File: config.mk
export PLATFORM = sky130hd
export DESIGN_NAME = mem_access_stage
export DESIGN_NICKNAME = d
export VERILOG_FILES = /design/src/rtl/jof32_mem_pkg.sv /design/src/rtl/mem_wb_reg.sv /design/src/rtl/mem_access_stage.sv
export SDC_FILE = /design/constraint.sdc
export NUM_CORES = 1
export LEC_CHECK = 0
export CORE_ASPECT_RATIO = 1.1
export CORE_MARGIN = 1
export CORE_UTILIZATION = 30
export DETAILED_ROUTE_END_ITERATION = 7
export MAX_ROUTING_LAYER = met4
export SYNTH_ARGS = -nofsm -noshare
export SYNTH_HDL_FRONTEND = slang
export SYNTH_HIERARCHICAL = 1
export SYNTH_SLANG_ARGS = --single-unit
export TNS_END_PERCENT = 10
File: constraint.sdc
create_clock -name clk -period 6.8 [get_ports clk]
set_clock_uncertainty 0.05 [all_clocks]
set_input_delay 1.36 -clock clk [delete_from_list [all_inputs] [get_ports clk]]
set_output_delay 1.36 -clock clk [all_outputs]
set_load 0.03 [all_outputs]
File: src/rtl/jof32_mem_pkg.sv
// Shared types and widths for the JOF32 memory-access stage.
package jof32_mem_pkg;

  localparam int REG_ADDR_W = 4;
  localparam int DATA_W     = 32;

  typedef enum logic {
    IDLE     = 1'b0,
    WAIT_ACK = 1'b1
  } mem_state_e;

  typedef struct packed {
    logic                  sel_wb;
    logic                  reg_wr;
    logic [REG_ADDR_W-1:0] dir_wb;
    logic [DATA_W-1:0]     result_alu;
  } wb_ctl_t;

endpackage

File: src/rtl/mem_wb_reg.sv
// MEM/WB register bank: loads an op when ld=1, otherwise inserts a bubble
// (valid and reg_wr cleared, data fields hold). One cycle, no backpressure.
module mem_wb_reg
  import jof32_mem_pkg::*;
(
  input  logic                  clk,
  input  logic                  rst,
  input  logic                  ld,
  input  wb_ctl_t               ctl_in,
  input  logic [DATA_W-1:0]     mem_in,
  output logic                  wb_valid,
  output logic [DATA_W-1:0]     wb_result_mem,
  output logic [DATA_W-1:0]     wb_result_alu,
  output logic                  wb_sel_wb,
  output logic                  wb_reg_wr,
  output logic [REG_ADDR_W-1:0] wb_dir_wb
);

  logic              valid_q, valid_d;
  wb_ctl_t           ctl_q, ctl_d;
  logic [DATA_W-1:0] mem_q, mem_d;

  always_comb begin
    valid_d      = ld;
    ctl_d        = ctl_q;
    ctl_d.reg_wr = 1'b0;
    mem_d        = mem_q;
    if (ld) begin
      ctl_d = ctl_in;
      mem_d = mem_in;
    end
  end

  always_ff @(posedge clk or posedge rst) begin
    if (rst) begin
      valid_q <= 1'b0;
      ctl_q   <= '0;
      mem_q   <= '0;
    end else begin
      valid_q <= valid_d;
      ctl_q   <= ctl_d;
      mem_q   <= mem_d;
    end
  end

  assign wb_valid      = valid_q;
  assign wb_result_mem = mem_q;
  assign wb_result_alu = ctl_q.result_alu;
  assign wb_sel_wb     = ctl_q.sel_wb;
  assign wb_reg_wr     = ctl_q.reg_wr;
  assign wb_dir_wb     = ctl_q.dir_wb;

endmodule

File: src/rtl/mem_access_stage.sv
// JOF32 memory-access stage: ALU ops 1 cycle, loads/stores >=2 cycles; ex_ready low while an access is outstanding.
// MEM_TIMEOUT_EN adds an ack timeout that abandons the access and sets sticky mem_err.
module mem_access_stage
  import jof32_mem_pkg::*;
#(
  parameter int unsigned TIMEOUT_CYCLES = 255
) (
  input  logic                  clk,
  input  logic                  rst,
  input  logic                  ex_valid,
  output logic                  ex_ready,
  input  logic [DATA_W-1:0]     ex_alu_result,
  input  logic [DATA_W-1:0]     ex_store_data,
  input  logic                  ex_mem_rd,
  input  logic                  ex_mem_wr,
  input  logic                  ex_sel_wb,
  input  logic                  ex_reg_wr,
  input  logic [REG_ADDR_W-1:0] ex_dir_wb,
  input  logic                  flush,
  output logic                  dmem_req,
  output logic                  dmem_we,
  output logic [DATA_W-1:0]     dmem_addr,
  output logic [DATA_W-1:0]     dmem_wdata,
  input  logic                  dmem_ack,
  input  logic [DATA_W-1:0]     dmem_rdata,
  output logic                  wb_valid,
  output logic [DATA_W-1:0]     wb_result_mem,
  output logic [DATA_W-1:0]     wb_result_alu,
  output logic                  wb_sel_wb,
  output logic                  wb_reg_wr,
  output logic [REG_ADDR_W-1:0] wb_dir_wb,
  output logic                  mem_err
);

  if (TIMEOUT_CYCLES == 0) begin : g_bad_cfg
    $error("TIMEOUT_CYCLES must be nonzero");
  end

  mem_state_e        state_q, state_d;
  logic              req_q, req_d, we_q, we_d;
  logic [DATA_W-1:0] addr_q, addr_d, wdata_q, wdata_d;
  wb_ctl_t           pend_q, pend_d;
  logic              wb_ld;
  wb_ctl_t           wb_ctl;
  logic [DATA_W-1:0] wb_mem;
  logic              accept, timeout;

  assign ex_ready = (state_q == IDLE) && !rst;
  assign accept   = ex_valid && ex_ready;

`ifdef MEM_TIMEOUT_EN
  localparam int CNT_W = $clog2(TIMEOUT_CYCLES + 1);
  logic [CNT_W-1:0] cnt_q, cnt_d;
  logic             err_q, err_d;

  assign timeout = (state_q == WAIT_ACK) && !dmem_ack &&
                   (cnt_q == CNT_W'(TIMEOUT_CYCLES - 1));

  // Held at zero in IDLE, so it starts from zero on every entry to WAIT_ACK.
  always_comb begin
    cnt_d = cnt_q;
    err_d = err_q | timeout;
    if (state_q == IDLE) cnt_d = '0;
    else if (!dmem_ack)  cnt_d = cnt_q + 1'b1;
  end

  always_ff @(posedge clk or posedge rst) begin
    if (rst) begin
      cnt_q <= '0;
      err_q <= 1'b0;
    end else begin
      cnt_q <= cnt_d;
      err_q <= err_d;
    end
  end

  assign mem_err = err_q;
`else
  assign timeout = 1'b0;
  assign mem_err = 1'b0;
`endif

  always_comb begin
    state_d = state_q;
    req_d   = req_q;
    we_d    = we_q;
    addr_d  = addr_q;
    wdata_d = wdata_q;
    pend_d  = pend_q;
    wb_ld   = 1'b0;
    wb_ctl  = pend_q;
    wb_mem  = '0;
    case (state_q)
      IDLE: begin
        if (accept && !flush) begin
          if (ex_mem_rd || ex_mem_wr) begin
            req_d   = 1'b1;
            we_d    = ex_mem_wr;
            addr_d  = ex_alu_result;
            wdata_d = ex_store_data;
            pend_d  = '{sel_wb: ex_sel_wb, reg_wr: ex_reg_wr & ~ex_mem_wr,
                        dir_wb: ex_dir_wb, result_alu: ex_alu_result};
            state_d = WAIT_ACK;
          end else begin
            wb_ld  = 1'b1;
            wb_ctl = '{sel_wb: ex_sel_wb, reg_wr: ex_reg_wr,
                       dir_wb: ex_dir_wb, result_alu: ex_alu_result};
          end
        end
      end
      WAIT_ACK: begin
        if (dmem_ack) begin
          req_d   = 1'b0;
          wb_ld   = 1'b1;
          wb_mem  = we_q ? '0 : dmem_rdata;
          state_d = IDLE;
        end else if (timeout) begin
          req_d   = 1'b0;
          state_d = IDLE;
        end
      end
      default: state_d = IDLE;
    endcase
  end

  always_ff @(posedge clk or posedge rst) begin
    if (rst) begin
      state_q <= IDLE;
      req_q   <= 1'b0;
      we_q    <= 1'b0;
      addr_q  <= '0;
      wdata_q <= '0;
      pend_q  <= '0;
    end else begin
      state_q <= state_d;
      req_q   <= req_d;
      we_q    <= we_d;
      addr_q  <= addr_d;
      wdata_q <= wdata_d;
      pend_q  <= pend_d;
    end
  end

  assign dmem_req   = req_q;
  assign dmem_we    = we_q;
  assign dmem_addr  = addr_q;
  assign dmem_wdata = wdata_q;

  mem_wb_reg u_mem_wb_reg (
    .clk           (clk),
    .rst           (rst),
    .ld            (wb_ld),
    .ctl_in        (wb_ctl),
    .mem_in        (wb_mem),
    .wb_valid      (wb_valid),
    .wb_result_mem (wb_result_mem),
    .wb_result_alu (wb_result_alu),
    .wb_sel_wb     (wb_sel_wb),
    .wb_reg_wr     (wb_reg_wr),
    .wb_dir_wb     (wb_dir_wb)
  );

endmodule

Word level (Yosys, flattened, before mapping)
Index checks and enable logic that the tools add are counted.
{"block": "totals", "input_bits": 109, "regBits": 144, "word_cells": 47, "out_inout_bits": 139}
{"block": "op_classes", "n_mux": 19, "n_bitwise": 3, "n_eq_ne": 3, "reduce_logical": 8}
{"cell": "2-to-1 mux 38 bit", "count": 3}
{"cell": "2-to-1 mux 32 bit", "count": 3}
{"cell": "2-to-1 mux 37 bit", "count": 1}
{"cell": "2-to-1 mux 1 bit", "count": 9}
{"cell": "one-hot mux 1 bit (2 select lines)", "count": 3}
{"cell": "AND reduction 3 bit", "count": 2}
{"cell": "!= test 2 x 1 -> 1 bit (second input constant)", "count": 2}
{"cell": "logical AND 1 bit", "count": 3}
{"cell": "zero test 1 bit", "count": 2}
{"cell": "!= test 2 bit (second input constant)", "count": 1}
{"cell": "inverter 1 bit", "count": 2}
{"cell": "bitwise AND 1 bit", "count": 1}
{"cell": "logical OR 1 bit", "count": 1}

Logic depth before layout (Yosys ltp)
Gate-level depths: netlist (run 1).
{"block": "logic_depth", "ltp_word": 7, "ltp_mapped": 8, "ltp_nobuf": 4}

Hierarchy
The synthesis (run 1) kept the hierarchy.
{"mod": "mem_access_stage", "instances": 1, "seq_area_each_um2": 1826.8, "cells_each": 277, "area_per_inst_um2": 3752.3}
{"mod": "mem_wb_reg", "instances": 1, "seq_area_each_um2": 1776.7, "cells_each": 150, "area_per_inst_um2": 2974.1}

Least setup slack after synthesis (run 1)
No wires, ideal clock.
{"block": "synth_path", "kind": "input to output", "start": "input rst", "end": "output ex_ready", "setup_slack_ps": 3628, "required_ps": 5390, "stages": 1, "arrival_time_ps": 1762, "path_buffers": 0, "path_cell_list": "nor2_1"}
{"block": "synth_via", "elab_chain_len": 2}
{"item": "start, declared", "line": "mem_access_stage.sv:9", "source": "input logic rst,"}
{"item": "zero test 1 bit (no source line)"}
{"item": "logical AND 1 bit", "line": "mem_access_stage.sv:48", "source": "assign ex_ready = (state_q == IDLE) && !rst;"}
{"item": "end, declared", "line": "mem_access_stage.sv:11", "source": "output logic ex_ready,"}
Every way passes these cells.

Worst setup path after layout (run 1)
Ends and elaborated chain as after synthesis.

==> results of run 1 <==
==> cells in the mapped netlist (all sizes together) <==
| cell type | number | share of area, % |
|---|---|---|
| nor2b | 2 | 0.19 |
| mux2 | 177 | 34 |
| dfrtp | 144 | 54 |
| a21o | 2 | 0.22 |
| a22o | 1 | 0.13 |
| conb | 1 | 0.056 |
| clkbuf | 3 | 0.17 |
| and2 | 33 | 3.1 |
| nor2 | 3 | 0.17 |
| buf | 53 | 7.7 |
| nor4b | 1 | 0.35 |
| inv | 3 | 0.17 |
| nand2 | 4 | 0.22 |
==> sequential cells by signal (all words and copies together) (netlist names) <==
signal and flops:
dmem_req 1, dmem_wdata 32, dmem_we 1, pend_q 38
state_q 1, u_mem_wb_reg/wb_dir_wb 4, u_mem_wb_reg/wb_reg_wr 1, u_mem_wb_reg/wb_result_alu 32
u_mem_wb_reg/wb_result_mem 32, u_mem_wb_reg/wb_sel_wb 1, u_mem_wb_reg/wb_valid 1
==> through the flow <==
step                worst slack (ps)  power, mW
floorplan                       3540       2.05
global placement                2540       2.56
detailed placement              2520       2.58
CTS                             2630       3.60
global route                    2600       3.71
finish                          2630       3.55
==> kinds of logic after synthesis <==
logic type	count (synthesis)	synth area share, %
other cells	1	0.0558
flops	144	53.6
simple gates	43	4.00
buf+inv	59	8.04
mux	177	34.0
compound gates	3	0.353
==> layer usage <==
layer  global-route usage, %  vias to the layer above  wire (um)
li1                        -                     1857          -
met1                    17.0                     2101       6490
met2                    26.4                      143       8660
met3                    4.69                       14       1010
met4                    4.93                        0        184
met5                       -                        -          0
==> how the worst min path moves through the flow <==
stage                         startpoint        endpoint  slack (ps)  cells past startpoint
after detailed placement      pend_q[37]      pend_q[37]         420                      1
after floorplan               pend_q[37]      pend_q[37]         400                      1
after global routing      dmem_wdata[24]  dmem_wdata[24]         460                      1
after CTS                     pend_q[37]      pend_q[37]         440                      1
final                           dmem_req        dmem_req         430                      1
after global placement        pend_q[37]      pend_q[37]         410                      1
==> report_power, final <==
group / internal [mW] / switching (mW)
clock: 0.625 / 0.374
sequential: 1.08 / 0.141
combinational: 0.666 / 0.667
==> layout make-up <==
class | instances | area, um^2
fill | 1985 | 12300
sequential | 144 | 3600
multi-input combinational | 224 | 2600
timing repair buffer | 252 | 2510
clock buffer | 19 | 443
tap | 295 | 369
clock inverter | 12 | 183
inverter | 3 | 13.8
==> worst max-delay path, stage by stage <==
cell	delay [ps]
clkdlybuf4s50_1	560
nor2_1	160
clkdlybuf4s50_1	680
==> impl_metrics.prom, run 1 <==
# TYPE chip_impl_metric gauge
chip_impl_metric{name="min_period_over_period",unit="%"} 61.3
chip_impl_metric{name="placed_area",unit="mm^2"} 0.00909
chip_impl_metric{name="die-height",unit="um"} 159
chip_impl_metric{name="fmax",unit="MHz"} 240
chip_impl_metric{name="routedWlPerCell",unit="um"} 17.2
chip_impl_metric{name="drt_first_pass_iters",unit=""} 6
chip_impl_metric{name="final-max-slew-violation-count",unit=""} 0
chip_impl_info{name="leading_cell_types_in_the_layout_fill_and_taps_excluded",value="246 x clkdlybuf4s50_1, 144 x dfrtp_1, 78 x mux2_4"} 1
chip_impl_metric{name="finalHoldViolCount",unit=""} 0
chip_impl_metric{name="cts_num_sinks",unit=""} 144
chip_impl_info{name="tritoncts",value="yes"} 1
chip_impl_metric{name="start_util",unit="%"} 30.5
chip_impl_metric{name="layoutNonFillerInstCount",unit=""} 949
chip_impl_metric{name="critical_path_peak_fanout",unit=""} 4
chip_impl_metric{name="setup_viol",unit=""} 0
chip_impl_metric{name="grt_overflow",unit=""} 0
chip_impl_metric{name="drc",unit=""} 0
chip_impl_metric{name="number_of_nets_in_the_layout",unit=""} 751
chip_impl_metric{name="clock_insertion_delay_worst_skew",unit="ps"} 420
chip_impl_metric{name="routabilityCongestion",unit=""} 0.728
chip_impl_metric{name="cts.repair.resized",unit=""} 0
chip_impl_metric{name="ant_nets",unit=""} 0
chip_impl_metric{name="timing.hold.ws",unit="ps"} 434
chip_impl_metric{name="cts.path.max_buffers",unit=""} 2
chip_impl_metric{name="detailedRoute.firstIterationViolations",unit=""} 151
chip_impl_info{name="worst_r2r_endpoint",value="u_mem_wb_reg/wb_result_alu[22]"} 1
chip_impl_metric{name="die_area",unit="mm^2"} 0.0230
chip_impl_metric{name="dpl.hpwl",unit="mm"} 11.4
chip_impl_info{name="run_status",value="completed"} 1
chip_impl_metric{name="antennaDiodeCount",unit=""} 0
chip_impl_metric{name="syn_nets",unit=""} 536
chip_impl_metric{name="regToRegSetupSlack",unit="ps"} 4030
chip_impl_metric{name="antenna_found_initial",unit=""} 0
chip_impl_info{name="clock_tree.root_cell",value="clkbuf_16"} 1
chip_impl_metric{name="synth_area",unit="mm^2"} 0.00673
chip_impl_info{name="unrepaired_setup_endpoints_after_global_routing",value="false"} 1
chip_impl_metric{name="cts_max_level",unit=""} 4
chip_impl_metric{name="critical_path_arrival",unit="ps"} 2760
chip_impl_metric{name="rows",unit=""} 57
chip_impl_metric{name="synth.yosys.seq_area_share",unit="%"} 53.6
chip_impl_metric{name="slew_headroom",unit="%"} 48.1
chip_impl_metric{name="place.port_buffers",unit=""} 246
chip_impl_metric{name="fin_setup_tns",unit="ps"} 0
chip_impl_metric{name="floorplan.core_area",unit="mm^2"} 0.0220
chip_impl_metric{name="dp_cells",unit=""} 918
chip_impl_metric{name="global_route_wire_length_before_repair",unit="mm"} 26.0
chip_impl_metric{name="reg2regPathDepth",unit=""} 5
chip_impl_info{name="setup.worst_path.start",value="rst"} 1
chip_impl_metric{name="vias_in_the_first_global_route",unit=""} 4711
chip_impl_info{name="r2r-start",value="state_q"} 1
chip_impl_metric{name="leakagePower",unit="nW"} 4.20
chip_impl_metric{name="cts_made_buffers",unit=""} 17
chip_impl_metric{name="clock_pin_slew_on_the_worst_setup_and_hold_paths",unit="ps"} 50
chip_impl_metric{name="hold_buffers",unit=""} 0
chip_impl_metric{name="floorplan.die.width",unit="um"} 145
chip_impl_info{name="crit_path_end_kind",value="output port"} 1
chip_impl_metric{name="worstMarginPinSlew",unit="ps"} 778
chip_impl_metric{name="grt_start_max_net_pins",unit=""} 57
chip_impl_metric{name="max-vdd-ir-drop",unit="mV"} 0.163
chip_impl_metric{name="postCtsSetupRepairBufs",unit=""} 0
chip_impl_metric{name="synth_seq_cells",unit=""} 144
chip_impl_metric{name="drt-total-wl",unit="mm"} 16.3
chip_impl_info{name="critical_path_capture_point",value="ex_ready"} 1
chip_impl_metric{name="drv.max_cap_violation_count",unit=""} 0
chip_impl_metric{name="cp_data_required_time",unit="ps"} 5390
chip_impl_metric{name="power_per_cell_area",unit="mW/mm^2"} 365
chip_impl_metric{name="vias_per_cell",unit=""} 4.34
chip_impl_metric{name="layout.cell_area.non_filler",unit="mm^2"} 0.00972
chip_impl_metric{name="synth-warning-count",unit=""} 6
chip_impl_metric{name="post_synth_num_cell_types",unit=""} 18
chip_impl_info{name="layout.cells.most_common",value="clkdlybuf4s50_1"} 1
chip_impl_metric{name="area_growth",unit="%"} 44.5
chip_impl_metric{name="post-route-util",unit="%"} 44.1
chip_impl_metric{name="floorplan.io_pins",unit=""} 248
chip_impl_metric{name="proportion_of_layout_cells_with_a_drive_suffix_above_1",unit="%"} 22.8
chip_impl_metric{name="globalRouteTotalUtil",unit="%"} 15.5
chip_impl_info{name="worstHoldPathType",value="reg2reg"} 1
chip_impl_info{name="critical_path.startpoint_type",value="primary input"} 1
chip_impl_info{name="worstSetupPathType",value="in2out"} 1
chip_impl_metric{name="final_period_minus_worst_setup_slack",unit="ps"} 4170
chip_impl_metric{name="postSynthCellCount",unit=""} 427
chip_impl_metric{name="route.vias.total",unit=""} 4115
chip_impl_metric{name="syn_avg_cell_area",unit="um^2"} 15.8
(Power assumes the default switching activity.)
==> run 2, diff against run 1 <==
Clock period 6.8 ns to 3.4 ns, I/O delays scaled along.
==> run 2 against run 1 <==
Effect of this change: utilization grew 0.48 points; combinational power grew 100%; routed wire length shrank 0.84%; largest power group unchanged; count of clock-buffer cells in the layout shrank 1; setup slack lost 2000 ps; sequential share of layout area shrank 0.40 points; non-clock buffer count grew 5; register-to-register slack lost 2700 ps; first-iteration DRC count shrank 17%; critical path type unchanged; cell area grew 1.1%.
==> impl_metrics.prom, run 2 (same netlist as run 1, synthesis figures left out) <==
# TYPE chip_impl_metric gauge
chip_impl_info{name="regMostFlops",value="pend_q"} 1
chip_impl_info{name="holdPathEnd",value="dmem_req"} 1
chip_impl_metric{name="sequentialPowerShare",unit="%"} 34.6
chip_impl_metric{name="min_period_over_period",unit="%"} 82.0
chip_impl_metric{name="die_area",unit="mm^2"} 0.0230
chip_impl_metric{name="leakagePower",unit="nW"} 4.24
chip_impl_metric{name="global_route.usage.met3",unit="%"} 4.66
chip_impl_metric{name="globalRouteMet2Util",unit="%"} 25.5
chip_impl_metric{name="largest_reg_flops",unit=""} 38
chip_impl_metric{name="globalRouteMet1Util",unit="%"} 17.5
chip_impl_metric{name="cts_max_level",unit=""} 4
chip_impl_metric{name="power_per_cell_area",unit="mW/mm^2"} 718
chip_impl_info{name="crit_path_frequent_cell",value="clkdlybuf4s50_1"} 1
chip_impl_metric{name="cts.repair.resized",unit=""} 0
chip_impl_metric{name="antennaDiodeCount",unit=""} 0
chip_impl_metric{name="routabilityCongestion",unit=""} 0.747
chip_impl_metric{name="worstMarginPinSlew",unit="ps"} 677
chip_impl_metric{name="slew_headroom",unit="%"} 54.8
chip_impl_metric{name="final_period_minus_worst_setup_slack",unit="ps"} 2790
chip_impl_metric{name="sw_frac_of_total",unit="%"} 33.8
chip_impl_info{name="path_cells",value="clkdlybuf4s50_1 > nor2_1 > clkdlybuf4s50_1"} 1
chip_impl_info{name="worstHoldPathType",value="reg2reg"} 1
chip_impl_info{name="crit_path_end_kind",value="output port"} 1
chip_impl_metric{name="clock_insertion_delay_worst_skew",unit="ps"} 410
chip_impl_metric{name="postCtsSetupRepairBufs",unit=""} 0
chip_impl_metric{name="drv.max_cap_violation_count",unit=""} 0
chip_impl_metric{name="regToRegSetupSlack",unit="ps"} 1290
chip_impl_info{name="layout.cells.most_common",value="clkdlybuf4s50_1"} 1
chip_impl_metric{name="critical-path-max-stage-delay",unit="ps"} 680
chip_impl_metric{name="drt_first_pass_iters",unit=""} 4
chip_impl_metric{name="global_route_wire_length_before_repair",unit="mm"} 25.6
chip_impl_metric{name="detailedRoute.firstIterationViolations",unit=""} 126
chip_impl_metric{name="reg2regPathDepth",unit=""} 5
chip_impl_metric{name="placed_area",unit="mm^2"} 0.00922
chip_impl_metric{name="start_util",unit="%"} 30.5
chip_impl_info{name="clock_tree.root_cell",value="clkbuf_16"} 1
chip_impl_info{name="grt.busiest_layer",value="met2"} 1
chip_impl_metric{name="post-route-util",unit="%"} 44.6
chip_impl_metric{name="hold_depth",unit=""} 1
chip_impl_metric{name="cts.path.max_buffers",unit=""} 2
chip_impl_info{name="timing.hold.worst.start",value="dmem_req"} 1
chip_impl_metric{name="floorplan.core_area",unit="mm^2"} 0.0220
chip_impl_info{name="worst_r2r_endpoint",value="u_mem_wb_reg/wb_dir_wb[2]"} 1
chip_impl_metric{name="die-height",unit="um"} 159
chip_impl_metric{name="multiInputGateArea",unit="mm^2"} 0.00260
chip_impl_metric{name="setup_viol",unit=""} 0
chip_impl_metric{name="cts_made_buffers",unit=""} 17
chip_impl_metric{name="drc",unit=""} 0
chip_impl_metric{name="final-max-slew-violation-count",unit=""} 0
chip_impl_info{name="slowest_stage",value="clkdlybuf4s50_1"} 1
chip_impl_metric{name="route.vias.total",unit=""} 4128
chip_impl_info{name="worstSetupPathType",value="in2out"} 1
chip_impl_metric{name="fin_setup_tns",unit="ps"} 0
chip_impl_metric{name="timing.hold.ws",unit="ps"} 431
chip_impl_info{name="run_status",value="completed"} 1
chip_impl_metric{name="cts_num_sinks",unit=""} 144
chip_impl_info{name="critical_path.startpoint_type",value="primary input"} 1
chip_impl_metric{name="vias_in_the_first_global_route",unit=""} 4620
chip_impl_metric{name="vias_per_cell",unit=""} 4.32
chip_impl_metric{name="p_int",unit="mW"} 4.67
chip_impl_metric{name="proportion_of_layout_cells_with_a_drive_suffix_above_1",unit="%"} 23.5
chip_impl_metric{name="drt-total-wl",unit="mm"} 16.2
chip_impl_metric{name="number_of_nets_in_the_layout",unit=""} 756
chip_impl_metric{name="area_growth",unit="%"} 46.1
chip_impl_metric{name="critical_path_arrival",unit="ps"} 2060
chip_impl_metric{name="layout.cell_area.non_filler",unit="mm^2"} 0.00983
chip_impl_metric{name="fmax",unit="MHz"} 359
chip_impl_metric{name="totalPowerFinal",unit="mW"} 7.05
chip_impl_metric{name="place.port_buffers",unit=""} 246
chip_impl_metric{name="dpl.hpwl",unit="mm"} 11.5
chip_impl_metric{name="rows",unit=""} 57
chip_impl_metric{name="clock_pin_slew_on_the_worst_setup_and_hold_paths",unit="ps"} 60
chip_impl_metric{name="antenna_found_initial",unit=""} 0
chip_impl_metric{name="floorplan.io_pins",unit=""} 248
chip_impl_metric{name="power.share.clock",unit="%"} 27.4
chip_impl_metric{name="grt_overflow",unit=""} 0
chip_impl_metric{name="power.switching",unit="mW"} 2.38
chip_impl_info{name="tritoncts",value="yes"} 1
chip_impl_metric{name="cp_data_required_time",unit="ps"} 2670
chip_impl_metric{name="globalRouteTotalUtil",unit="%"} 15.2
chip_impl_metric{name="register_area",unit="mm^2"} 0.00360
chip_impl_metric{name="fillers",unit=""} 1945
chip_impl_info{name="leading_cell_types_in_the_layout_fill_and_taps_excluded",value="246 x clkdlybuf4s50_1, 144 x dfrtp_1, 78 x mux2_4"} 1
chip_impl_metric{name="power.combinational.fraction",unit="%"} 38.0
chip_impl_info{name="r2r-start",value="state_q"} 1
chip_impl_metric{name="routedWlPerCell",unit="um"} 17.0
chip_impl_metric{name="ant_nets",unit=""} 0
chip_impl_metric{name="grt_start_max_net_pins",unit=""} 52
chip_impl_metric{name="finalHoldViolCount",unit=""} 0
chip_impl_info{name="unrepaired_setup_endpoints_after_global_routing",value="false"} 1
chip_impl_metric{name="floorplan.die.width",unit="um"} 145
chip_impl_metric{name="hold_buffers",unit=""} 0
chip_impl_metric{name="critical_path_peak_fanout",unit=""} 4
chip_impl_metric{name="max-vdd-ir-drop",unit="mV"} 0.306
==> run 2: final cells by class <==
class	count	share of cell area [%]
repair buffers	257	26.8
clock inverters	14	1.81
well taps	295	3.76
flip-flops and latches	144	36.7
multi-input cells	224	26.5
clock buffers	18	4.37
inverters	3	0.140
==> run 2: stage by stage <==
step / worst slack [ps] / cells
final: 612 / 955
after global routing: 557 / 955
after CTS: 592 / 955
after detailed placement: 487 / 923
after global placement: 509 / 923
after floorplan: 817 / 427
==> run 2: worst max path at each step <==
stage               cells past startpoint  start  slack [ps]                            end
floorplan                               1    rst         820                       dmem_req
global placement                        6    rst         510  u_mem_wb_reg/wb_result_alu[2]
detailed placement                      6    rst         490  u_mem_wb_reg/wb_result_alu[4]
CTS                                     3    rst         590                       ex_ready
global route                            3    rst         560                       ex_ready
finish                                  3    rst         610                       ex_ready
==> run 2: per-layer routing <==
| metal | vias up | wire (um) | part of all wire, % |
|---|---|---|---|
| met4 | 0 | 144 | 0.89 |
| met5 | - | 0 | 0 |
| met2 | 132 | 8440 | 52 |
| met1 | 2111 | 6640 | 41 |
| met3 | 7 | 990 | 6.1 |
| li1 | 1878 | - | - |
==> run 2: critical path: cells and delay by family <==
family                 cells  cell delay [ps]
and+or+nand+nor            1              150
buffers and inverters      2             1230
==> run 2: power groups by stage <==
stage / Combinational, mW / Clock, mW / Sequential, mW
detailed placement: 2.71 / 0 / 2.46
floorplan: 1.04 / 0 / 3.07
CTS: 2.71 / 1.99 / 2.45
finish: 2.68 / 1.93 / 2.44
global placement: 2.68 / 0 / 2.45
global route: 2.82 / 2.08 / 2.50
